File: config.mk
export PLATFORM = sky130hd
export DESIGN_NAME = alut_age_sweep16
export DESIGN_NICKNAME = d
export VERILOG_FILES = /design/src/rtl/alut_age_sweep16.sv
export SDC_FILE = /design/constraint.sdc
export NUM_CORES = 1
export LEC_CHECK = 0
export ABC_CLOCK_PERIOD_IN_PS = 11900
export CAP_MARGIN = 20
export CORE_ASPECT_RATIO = 1.1
export CORE_MARGIN = 1.5
export CORE_UTILIZATION = 45
export CTS_BUF_LIST = sky130_fd_sc_hd__clkbuf_4
export CTS_CLUSTER_DIAMETER = 80
export DETAILED_ROUTE_END_ITERATION = 8
export DONT_BUFFER_PORTS = 1
export GPL_TIMING_DRIVEN = 0
export PLACE_DENSITY_LB_ADDON = 0.3
export SYNTH_ARGS = -nofsm -noshare
export SYNTH_HDL_FRONTEND = slang
export SYNTH_SLANG_ARGS = --single-unit
File: constraint.sdc
create_clock -name pclk16 -period 11.9 [get_ports pclk16]
set_input_delay 3.57 -clock pclk16 [delete_from_list [all_inputs] [get_ports pclk16]]
set_output_delay 3.57 -clock pclk16 [all_outputs]
set_load 0.01 [all_outputs]
File: src/rtl/alut_age_sweep16.sv
// Age sweeper for the ALUT age port: walks every entry and clears the valid bit of entries older than the threshold.
// Optional sticky interrupt and irq_clr16 port are enabled with `define ALUT_AGE_IRQ_EN.
module alut_age_sweep16 #(
  parameter int DW16  = 83,
  parameter int DD16  = 256,
  parameter int AW16  = 8,
  parameter int TSW16 = 32
) (
  input  logic              pclk16,
  input  logic              p_reset16,
  input  logic              sweep_start16,
  input  logic [TSW16-1:0]  curr_time16,
  input  logic [TSW16-1:0]  age_threshold16,
  input  logic              add_active16,
  input  logic [DW16-1:0]   mem_read_data_age16,
`ifdef ALUT_AGE_IRQ_EN
  input  logic              irq_clr16,
`endif
  output logic [AW16-1:0]   mem_addr_age16,
  output logic              mem_write_age16,
  output logic [DW16-1:0]   mem_write_data_age16,
  output logic              sweep_busy16,
  output logic              sweep_done16,
  output logic [AW16:0]     aged_count16,
  output logic              age_irq16
);

  localparam int VALID_BIT = DW16 - 1;
  localparam int TS_LSB    = DW16 - 1 - TSW16;

  localparam logic [2:0] ST_IDLE  = 3'd0;
  localparam logic [2:0] ST_READ  = 3'd1;
  localparam logic [2:0] ST_CHECK = 3'd2;
  localparam logic [2:0] ST_WRITE = 3'd3;
  localparam logic [2:0] ST_DONE  = 3'd4;

  localparam logic [AW16-1:0] LAST_ADDR = AW16'(DD16 - 1);
  localparam logic [AW16:0]   COUNT_MAX = '1;

  logic [2:0]       state_q, state_d;
  logic [AW16-1:0]  addr_q, addr_d;
  logic [DW16-1:0]  entry_q, entry_d;
  logic [AW16:0]    count_q, count_d;
  logic [TSW16-1:0] age_s;
  logic             expired_s;

  // Modular subtraction makes the age correct across a timestamp wrap.
  always_comb begin
    age_s     = curr_time16 - mem_read_data_age16[TS_LSB +: TSW16];
    expired_s = mem_read_data_age16[VALID_BIT] && (age_s > age_threshold16);
  end

  // Next-state logic for the sweep walk.
  always_comb begin
    state_d = state_q;
    addr_d  = addr_q;
    entry_d = entry_q;
    count_d = count_q;
    case (state_q)
      ST_IDLE: begin
        if (sweep_start16) begin
          addr_d  = '0;
          count_d = '0;
          state_d = ST_READ;
        end else begin
          state_d = ST_IDLE;
        end
      end
      ST_READ: begin
        if (add_active16) begin
          state_d = ST_READ;
        end else begin
          state_d = ST_CHECK;
        end
      end
      ST_CHECK: begin
        if (add_active16) begin
          state_d = ST_READ;
        end else if (expired_s) begin
          entry_d            = mem_read_data_age16;
          entry_d[VALID_BIT] = 1'b0;
          state_d            = ST_WRITE;
        end else if (addr_q == LAST_ADDR) begin
          state_d = ST_DONE;
        end else begin
          addr_d  = addr_q + AW16'(1);
          state_d = ST_READ;
        end
      end
      ST_WRITE: begin
        if (add_active16) begin
          state_d = ST_READ;
        end else begin
          if (count_q != COUNT_MAX) begin
            count_d = count_q + (AW16+1)'(1);
          end else begin
            count_d = count_q;
          end
          if (addr_q == LAST_ADDR) begin
            state_d = ST_DONE;
          end else begin
            addr_d  = addr_q + AW16'(1);
            state_d = ST_READ;
          end
        end
      end
      ST_DONE: begin
        state_d = ST_IDLE;
      end
      default: begin
        state_d = ST_IDLE;
      end
    endcase
  end

  // Sweep state registers.
  always_ff @(posedge pclk16) begin
    if (p_reset16) begin
      state_q <= ST_IDLE;
      addr_q  <= '0;
      entry_q <= '0;
      count_q <= '0;
    end else begin
      state_q <= state_d;
      addr_q  <= addr_d;
      entry_q <= entry_d;
      count_q <= count_d;
    end
  end

`ifdef ALUT_AGE_IRQ_EN
  logic irq_q, irq_d;

  // Sticky interrupt; a set in the DONE cycle beats a simultaneous clear.
  always_comb begin
    irq_d = irq_q;
    if (irq_clr16) begin
      irq_d = 1'b0;
    end else begin
      irq_d = irq_q;
    end
    if ((state_q == ST_DONE) && (count_q != '0)) begin
      irq_d = 1'b1;
    end else begin
      irq_d = irq_d;
    end
  end

  // Interrupt register.
  always_ff @(posedge pclk16) begin
    if (p_reset16) begin
      irq_q <= 1'b0;
    end else begin
      irq_q <= irq_d;
    end
  end

  assign age_irq16 = irq_q;
`else
  assign age_irq16 = 1'b0;
`endif

  // The write strobe yields combinationally to the address checker and to reset.
  assign mem_addr_age16       = addr_q;
  assign mem_write_age16      = (state_q == ST_WRITE) && !add_active16 && !p_reset16;
  assign mem_write_data_age16 = entry_q;
  assign sweep_busy16         = (state_q != ST_IDLE);
  assign sweep_done16         = (state_q == ST_DONE);
  assign aged_count16         = count_q;

endmodule

==> results of run 1 <==
## stage by stage
stage,area [µm²],setup slack [ps],utilization (%)
6_report,6750,3610,48.9
5_1_grt,6750,3380,48.9
4_1_cts,6740,3660,48.9
3_5_place_dp,6610,3140,47.9
3_3_place_gp,6610,3180,47.9
2_1_floorplan,6380,3700,-
## routing by layer
layer / up-vias / track usage (%) / part of all wire (%)
met1: 2369 / 22.8 / 41
met2: 166 / 35.8 / 50
li1: 2567 / - / -
met4: 0 / 8.03 / 2.3
met3: 28 / 4.96 / 6.5
met5: - / 0 / 0
## placed cells by master, fill, tap and decap left out, types with 4 or more instances in the layout
cell type	Yosys	final
nand4_1	12	12
clkbuf_1	17	17
inv_6	0	4
buf_6	9	9
nor2_1	118	118
a21oi_1	48	48
inv_1	74	74
dfxtp_1	102	102
ha_1	66	66
o31ai_1	4	4
clkbuf_4	0	9
nand2_1	22	22
o21ai_0	22	22
xnor2_1	20	20
or3_1	5	5
o21bai_1	5	5
xor2_1	13	13
a21o_1	17	17
nor3_1	7	7
mux2i_1	83	83
o21a_1	5	5
nor2b_1	7	7
nand3_1	12	12
and3_1	11	11
nand2b_1	5	5
## worst max path at each step
stage / endpoint / cells past startpoint / from / slack [ps]
floorplan: mem_write_data_age16[10] / 23 / curr_time16[0] / 3700
global placement: mem_write_data_age16[23] / 23 / curr_time16[0] / 3180
detailed placement: mem_write_data_age16[63] / 23 / curr_time16[0] / 3140
CTS: mem_write_data_age16[63] / 23 / curr_time16[0] / 3660
global route: mem_addr_age16[5] / 24 / curr_time16[0] / 3380
finish: mem_addr_age16[5] / 24 / curr_time16[0] / 3610
## power by group
| part | total [mW] | leakage (nW) | internal, mW | switching [mW] |
|---|---|---|---|---|
| Clock | 0.178 | 0.0721 | 0.0476 | 0.130 |
| Sequential | 0.347 | 0.822 | 0.344 | 0.00279 |
| Combinational | 0.172 | 2.68 | 0.0754 | 0.0968 |
## worst register-to-register path, cell delays in order, from the launching register on
cell and delay, ps:
dfxtp_1 420, ha_1 270, and3_1 220, and3_1 210, and3_1 220, nor2_1 90, nand2_1 60, a21oi_1 190
and3_1 190, clkbuf_1 330, o21ai_0 170, a32o_1 280
## sequential cells by signal, indices dropped and copies added (netlist names)
| signal | flops |
|---|---|
| mem_write_data_age16 | 82 |
| aged_count16 | 9 |
| state_q | 3 |
| mem_addr_age16 | 8 |
## kinds of logic (layout without fill, tap and decap cells)
kind of cell | count (synthesis) | in the layout
compound gates | 131 | 131
xor+xnor | 33 | 33
fa+ha+maj | 67 | 67
buf+inv | 102 | 118
flops | 102 | 102
mux | 83 | 83
other cells | 1 | 3
simple gates | 219 | 219
## layout make-up
class | instances | area share (%)
multi-input cells | 535 | 57.5
flip-flops and latches | 102 | 30.3
inverters | 74 | 4.12
well taps | 188 | 3.49
plain buffers | 28 | 2.67
clock buffers | 9 | 1.00
clock inverters | 7 | 0.946
diodes | 1 | 0.0371
==> summary.md, run 1 <==
| Metric | Value |
|---|---|
| Starting Density | `46.2%` |
| CP top delay family | `compound AO/OA/AOI/OAI gates` |
| Max_cap viols | `0` |
| Core area | `13800 µm²` |
| Port-buffer cells | `0` |
| Initial drt markers | `123` |
| DP Wirelength | `12600 µm` |
| Reg2reg end | `mem_addr_age16[5]` |
| RSZ-0062 raised after global routing | `no` |
| Post-synthesis simple-gate area fraction | `16.3%` |
| Overall Global Routing Usage | `20.1%` |
| Final cell count without fillers | `944` |
| Avg WL per Cell | `16.3 µm` |
| Reg2reg path depth | `11` |
| Ys flop type | `dfxtp_1` |
| # H-tree levels | `3` |
| Total number of vias | `5130` |
| Overall power | `0.697 mW` |
| DRC viols | `0` |
| Reg2reg setup slack | `9190 ps` |
| Final min period | `8290 ps` |
| Routed wire length | `15400 µm` |
| P per Cell Area | `103 nW/µm²` |
| Reg2Reg Launch Point | `mem_addr_age16[0]` |
| Layout fillers | `1369` |
| Peak supply drop | `0.0480 mV` |
| Clk root buf | `clkbuf_4` |
| CP cell instances | `inv_1 > ha_1 > inv_1 > fa_1 > a21oi_1 > o211ai_1 > a22o_1 > a221o_1 > a31oi_4 > o21ai_2 > a2111oi_4 > nor2_1 > xor2_1 > ha_1 > nand2_1 > nor3_1 > and4_1 > a31o_2 > nor3_1 > o21ai_1 > and3_1 > clkbuf_1 > o21ai_0 > a32o_1` |
| Top cells by area, synth | `dfxtp_1 (32%), mux2i_1 (13%), ha_1 (13%), nor2_1 (7.0%), inv_1 (4.4%)` |
| Post-synthesis adder-cell area fraction | `13.3%` |
| Syn. warnings | `0` |
| Setup tns final | `0 ps` |
| CTS Sinks | `102` |
| First-pass GRT wire length | `23400 µm` |
| Final Max Tran Viols | `0` |
| Die Span Y | `128 µm` |
| Largest net degree at the start of global routing | `20` |
| GP Congestion | `0.875` |
| Skew-Pair Late Insertion Delay | `480 ps` |
| # rows | `45` |
| Final setup vio count | `0` |
| Post-route clock period utilization | `69.7%` |
| Post-cts sizing count | `0` |
| Vias in the first global route | `5190` |
| Worst hold start | `aged_count16[5]` |
| Mapped Area | `6370 µm²` |
| Final hold vios | `0` |
| Multi-input gate area | `3880 µm²` |
| Post-synth EDFFs | `0` |
| Yosys reg bits | `102` |
| Final net count | `968` |
| WP buf/inv | `3` |
| Count leader, synth | `nor2_1` |
| Pre-antenna DRT Iters | `5` |
| CTS buffer count | `9` |
| Leak | `3.57 nW` |
| Status | `finished clean` |
| CTS tree | `yes` |
| Worst Hold Class | `register to register` |
| Combinational family with the most area after synthesis | `simple AND/OR/NAND/NOR gates` |
| Synth Area in Compound Gates | `13.6%` |
| CTS Buffer Depth | `2` |
| P&R area growth vs syn | `5.85%` |
| Data required time at the worst endpoint | `12280 ps` |
| Reg area | `2040 µm²` |
| Crit Path Category | `input port to register` |
| Critical path startpoint category | `input port` |
| Hold Path Cell Cnt | `2` |
| Final ANT Viol Nets | `0` |
| Slew @ Worst Pin | `807 ps` |
| Mux cell area share after synthesis | `13.0%` |
| Share of cells above drive strength 1 | `4.64%` |
| Placed Cells | `927` |
| Synth top cells by count | `nor2_1 (118), dfxtp_1 (102), mux2i_1 (83)` |
| Delay of the slowest cell on the worst path | `460 ps` |
| Maximum achievable frequency | `0.121 GHz` |
| Max Clock Skew | `10.3 ps` |
| Top Ports | `255` |
| Xor and xnor area share after synthesis | `4.54%` |
| Top-area cell type share of the netlist area | `32.0%` |
| Area leader, netlist | `dfxtp_1` |
| Slowest CP cell | `a221o_1` |
| Die ar. | `14900 µm²` |
| Hold Slack | `552 ps` |
| Ys async rst share | `0%` |
| Post-Synthesis Cells | `738` |
| Hold-fix buffers, CTS | `0` |
| Max-Slew Margin vs Limit | `44.8%` |
| Post-synthesis sequential area ratio | `32.0%` |
| Yosys cell types | `58` |
| Mapped Avg Cell Area | `8.63 µm²` |
| Clock-pin transition on the worst setup and hold timing paths | `160 ps` |
| Vias per cell | `5.43` |
| Initial antenna violation count | `1` |
| Worst-path maximum fanout | `10` |
| Setup bufs post-CTS | `0` |
| Hold Path End | `aged_count16[5]` |
| Crit end category | `register` |
| Die Width | `116 µm` |
| GRT overflow | `0` |
| CP Data Arrival Time | `8680 ps` |
(Power assumes the default switching activity.)
==> run 2, diff against run 1 <==
--- a/config.mk
+++ b/config.mk
@@ -5,7 +5,7 @@
 export SDC_FILE = /design/constraint.sdc
 export NUM_CORES = 1
 export LEC_CHECK = 0
-export ABC_CLOCK_PERIOD_IN_PS = 11900
+export ABC_CLOCK_PERIOD_IN_PS = 8050
 export CAP_MARGIN = 20
 export CORE_ASPECT_RATIO = 1.1
 export CORE_MARGIN = 1.5
==> constraint.sdc (replaced) <==
create_clock -name pclk16 -period 8.05 [get_ports pclk16]
set_input_delay 2.415 -clock pclk16 [delete_from_list [all_inputs] [get_ports pclk16]]
set_output_delay 2.415 -clock pclk16 [all_outputs]
set_load 0.01 [all_outputs]
==> results of run 2 <==
Same layout as run 1 (identical final DEF). Status: finished clean.
Main changes from that run: setup slack after placement 3140 ps -> 442 ps; setup slack after layout 3610 ps -> 912 ps; register-to-register setup slack 9190 ps -> 5340 ps; total power 0.697 mW -> 1.03 mW; worst IR drop on VDD 0.0480 mV -> 0.0710 mV
==> run 3, diff against run 2 <==
--- a/config.mk
+++ b/config.mk
@@ -7,9 +7,11 @@
 export LEC_CHECK = 0
 export ABC_CLOCK_PERIOD_IN_PS = 8050
 export CAP_MARGIN = 20
+export CELL_PAD_IN_SITES_DETAIL_PLACEMENT = 1
+export CELL_PAD_IN_SITES_GLOBAL_PLACEMENT = 2
 export CORE_ASPECT_RATIO = 1.1
 export CORE_MARGIN = 1.5
-export CORE_UTILIZATION = 45
+export CORE_UTILIZATION = 37
 export CTS_BUF_LIST = sky130_fd_sc_hd__clkbuf_4
 export CTS_CLUSTER_DIAMETER = 80
 export DETAILED_ROUTE_END_ITERATION = 8
==> run 3 against run 2 <==
- critical path type unchanged
- clock skew is 9.1 ps higher
- critical path depth decreased by 1
- critical endpoint is now mem_write_data_age16[9]
- global-route usage shrank 0.55 points
==> summary.md, run 3 (synthesis gave the netlist of run 1 again) <==
| Metric | Value |
|---|---|
| GP Congestion | `0.814` |
| Routed wire length | `17700 µm` |
| Overall Global Routing Usage | `19.6%` |
| First-pass GRT wire length | `28200 µm` |
| Leak | `3.57 nW` |
| Slowest CP cell | `or4_4` |
| Delay of the slowest cell on the worst path | `530 ps` |
| RSZ-0062 raised after global routing | `no` |
| Total number of vias | `5263` |
| Peak supply drop | `0.0749 mV` |
| Pre-antenna DRT Iters | `7` |
| Crit Path Category | `input port to register` |
| Starting Density | `37.6%` |
| Skew-Pair Late Insertion Delay | `460 ps` |
| CTS tree | `yes` |
| Max-Slew Margin vs Limit | `42.5%` |
| Initial antenna violation count | `1` |
| Clock-pin transition on the worst setup and hold timing paths | `170 ps` |
| Final hold vios | `0` |
| DRC viols | `0` |
| CP Data Arrival Time | `7580 ps` |
| Die Span Y | `141 µm` |
| Port-buffer cells | `0` |
| Final setup vio count | `0` |
| Most common cell after layout, fill and taps aside | `nor2_1` |
| Final Max Tran Viols | `0` |
| Top Ports | `255` |
| Final net count | `968` |
| # rows | `50` |
| Vias in the first global route | `5717` |
| Clk root buf | `clkbuf_4` |
| CTS Buffer Depth | `2` |
| Final min period | `7240 ps` |
| Worst-path maximum fanout | `10` |
| Post-cts sizing count | `0` |
| Die ar. | `18000 µm²` |
| DP Wirelength | `14500 µm` |
| Avg WL per Cell | `17.8 µm` |
| Slew @ Worst Pin | `841 ps` |
| Data required time at the worst endpoint | `8390 ps` |
| Share of cells above drive strength 1 | `4.77%` |
| Maximum achievable frequency | `0.138 GHz` |
| Layout fillers | `2021` |
| Overall power | `1.04 mW` |
| Commonest cells after routing, fill and taps aside | `nor2_1 (118), dfxtp_1 (102), mux2i_1 (83)` |
| Status | `finished clean` |
| Worst Hold Class | `register to register` |
| P per Cell Area | `153 nW/µm²` |
| Die Width | `128 µm` |
| Initial drt markers | `177` |
| CP cell instances | `inv_1 > ha_1 > inv_1 > fa_1 > a21oi_1 > o211ai_1 > a22o_1 > a221o_1 > a31oi_4 > o21ai_2 > a2111oi_4 > o31ai_1 > xor2_1 > ha_1 > and4_1 > and4_1 > a31o_2 > or4_4 > a21o_1 > buf_6 > buf_6 > mux2i_1 > nor2_1` |
| Hold-fix buffers, CTS | `0` |
| Max FFs per register | `82` |
| CTS buffer count | `9` |
| Max Clock Skew | `19.5 ps` |
| GRT overflow | `0` |
| Critical path startpoint category | `input port` |
| CTS Sinks | `102` |
| Post-route clock period utilization | `90.0%` |
| # H-tree levels | `3` |
| Setup bufs post-CTS | `0` |
| Core area | `17000 µm²` |
| Max_cap viols | `0` |
| Final ANT Viol Nets | `0` |
| Setup tns final | `0 ps` |
| Largest net degree at the start of global routing | `19` |
| Crit end category | `register` |
| Vias per cell | `5.32` |
| P&R area growth vs syn | `6.75%` |
==> run 3: cell types whose count changed in the layout (fill, tap and decap cells not counted) <==
cell        before  now
clkbuf_4         9   10
clkinvlp_4       0    3
clkinv_4         1    0
clkinv_1         1    0
inv_6            4    2
==> run 3: metal layers <==
metal  up-vias  part of all wire (%)  global-route usage, %
li1       2570                     -                      -
met1      2522                    40                   21.3
met2       147                    52                   36.2
met3        24                   6.0                   5.58
met4         0                   2.2                   6.39
met5         -                     0                      0
==> run 3: worst paths after layout <==
path              cells after the start  slack (ps)                       to              start
hold reg to reg                       2         570          aged_count16[8]    aged_count16[8]
setup reg to reg                     11        5340        mem_addr_age16[5]  mem_addr_age16[0]
hold / removal                        2         570          aged_count16[8]    aged_count16[8]
setup / recovery                     23         810  mem_write_data_age16[9]     curr_time16[0]
==> run 3: report_power, final <==
| part | switching (mW) | leakage [nW] | internal [mW] |
|---|---|---|---|
| clock | 0.190 | 0.0624 | 0.0718 |
| combinational | 0.151 | 2.68 | 0.113 |
| sequential | 0.00422 | 0.822 | 0.508 |
| total | 0.346 | 3.57 | 0.693 |
==> run 3: cell type report <==
| class | count | area, µm² | share of cell area, % |
|---|---|---|---|
| sequential | 102 | 2040 | 30.0 |
| tap | 234 | 293 | 4.30 |
| antenna | 1 | 2.50 | 0.0368 |
| buffer | 28 | 180 | 2.65 |
| inverter | 74 | 278 | 4.08 |
| multi-input combinational | 535 | 3880 | 57.0 |
| clock inverter | 6 | 56.3 | 0.828 |
| clock buffer | 10 | 75.1 | 1.10 |
==> run 3: stage by stage <==
stage | hold WS, ps | utilization, % | instances | instance area (µm²) | setup slack [ps]
6_report | 570 | 40.1 | 990 | 6800 | 808
5_1_grt | 608 | 40.1 | 990 | 6800 | 464
4_1_cts | 576 | 40.1 | 989 | 6800 | 799
3_5_place_dp | 545 | 39.3 | 973 | 6670 | 309
3_3_place_gp | 523 | 39.3 | 973 | 6670 | 399
2_1_floorplan | 496 | - | 739 | 6380 | 1010
==> run 3: worst max-delay path, delay by kind of cell <==
kind                     cells  cell delay (ps)
AND/OR/NAND/NOR              4              980
XOR/XNOR                     1              170
multiplexers                 1              180
adder cells (fa/ha/maj)      3              890
AO/OA/AOI/OAI               10             2530
buffers and inverters        4              410
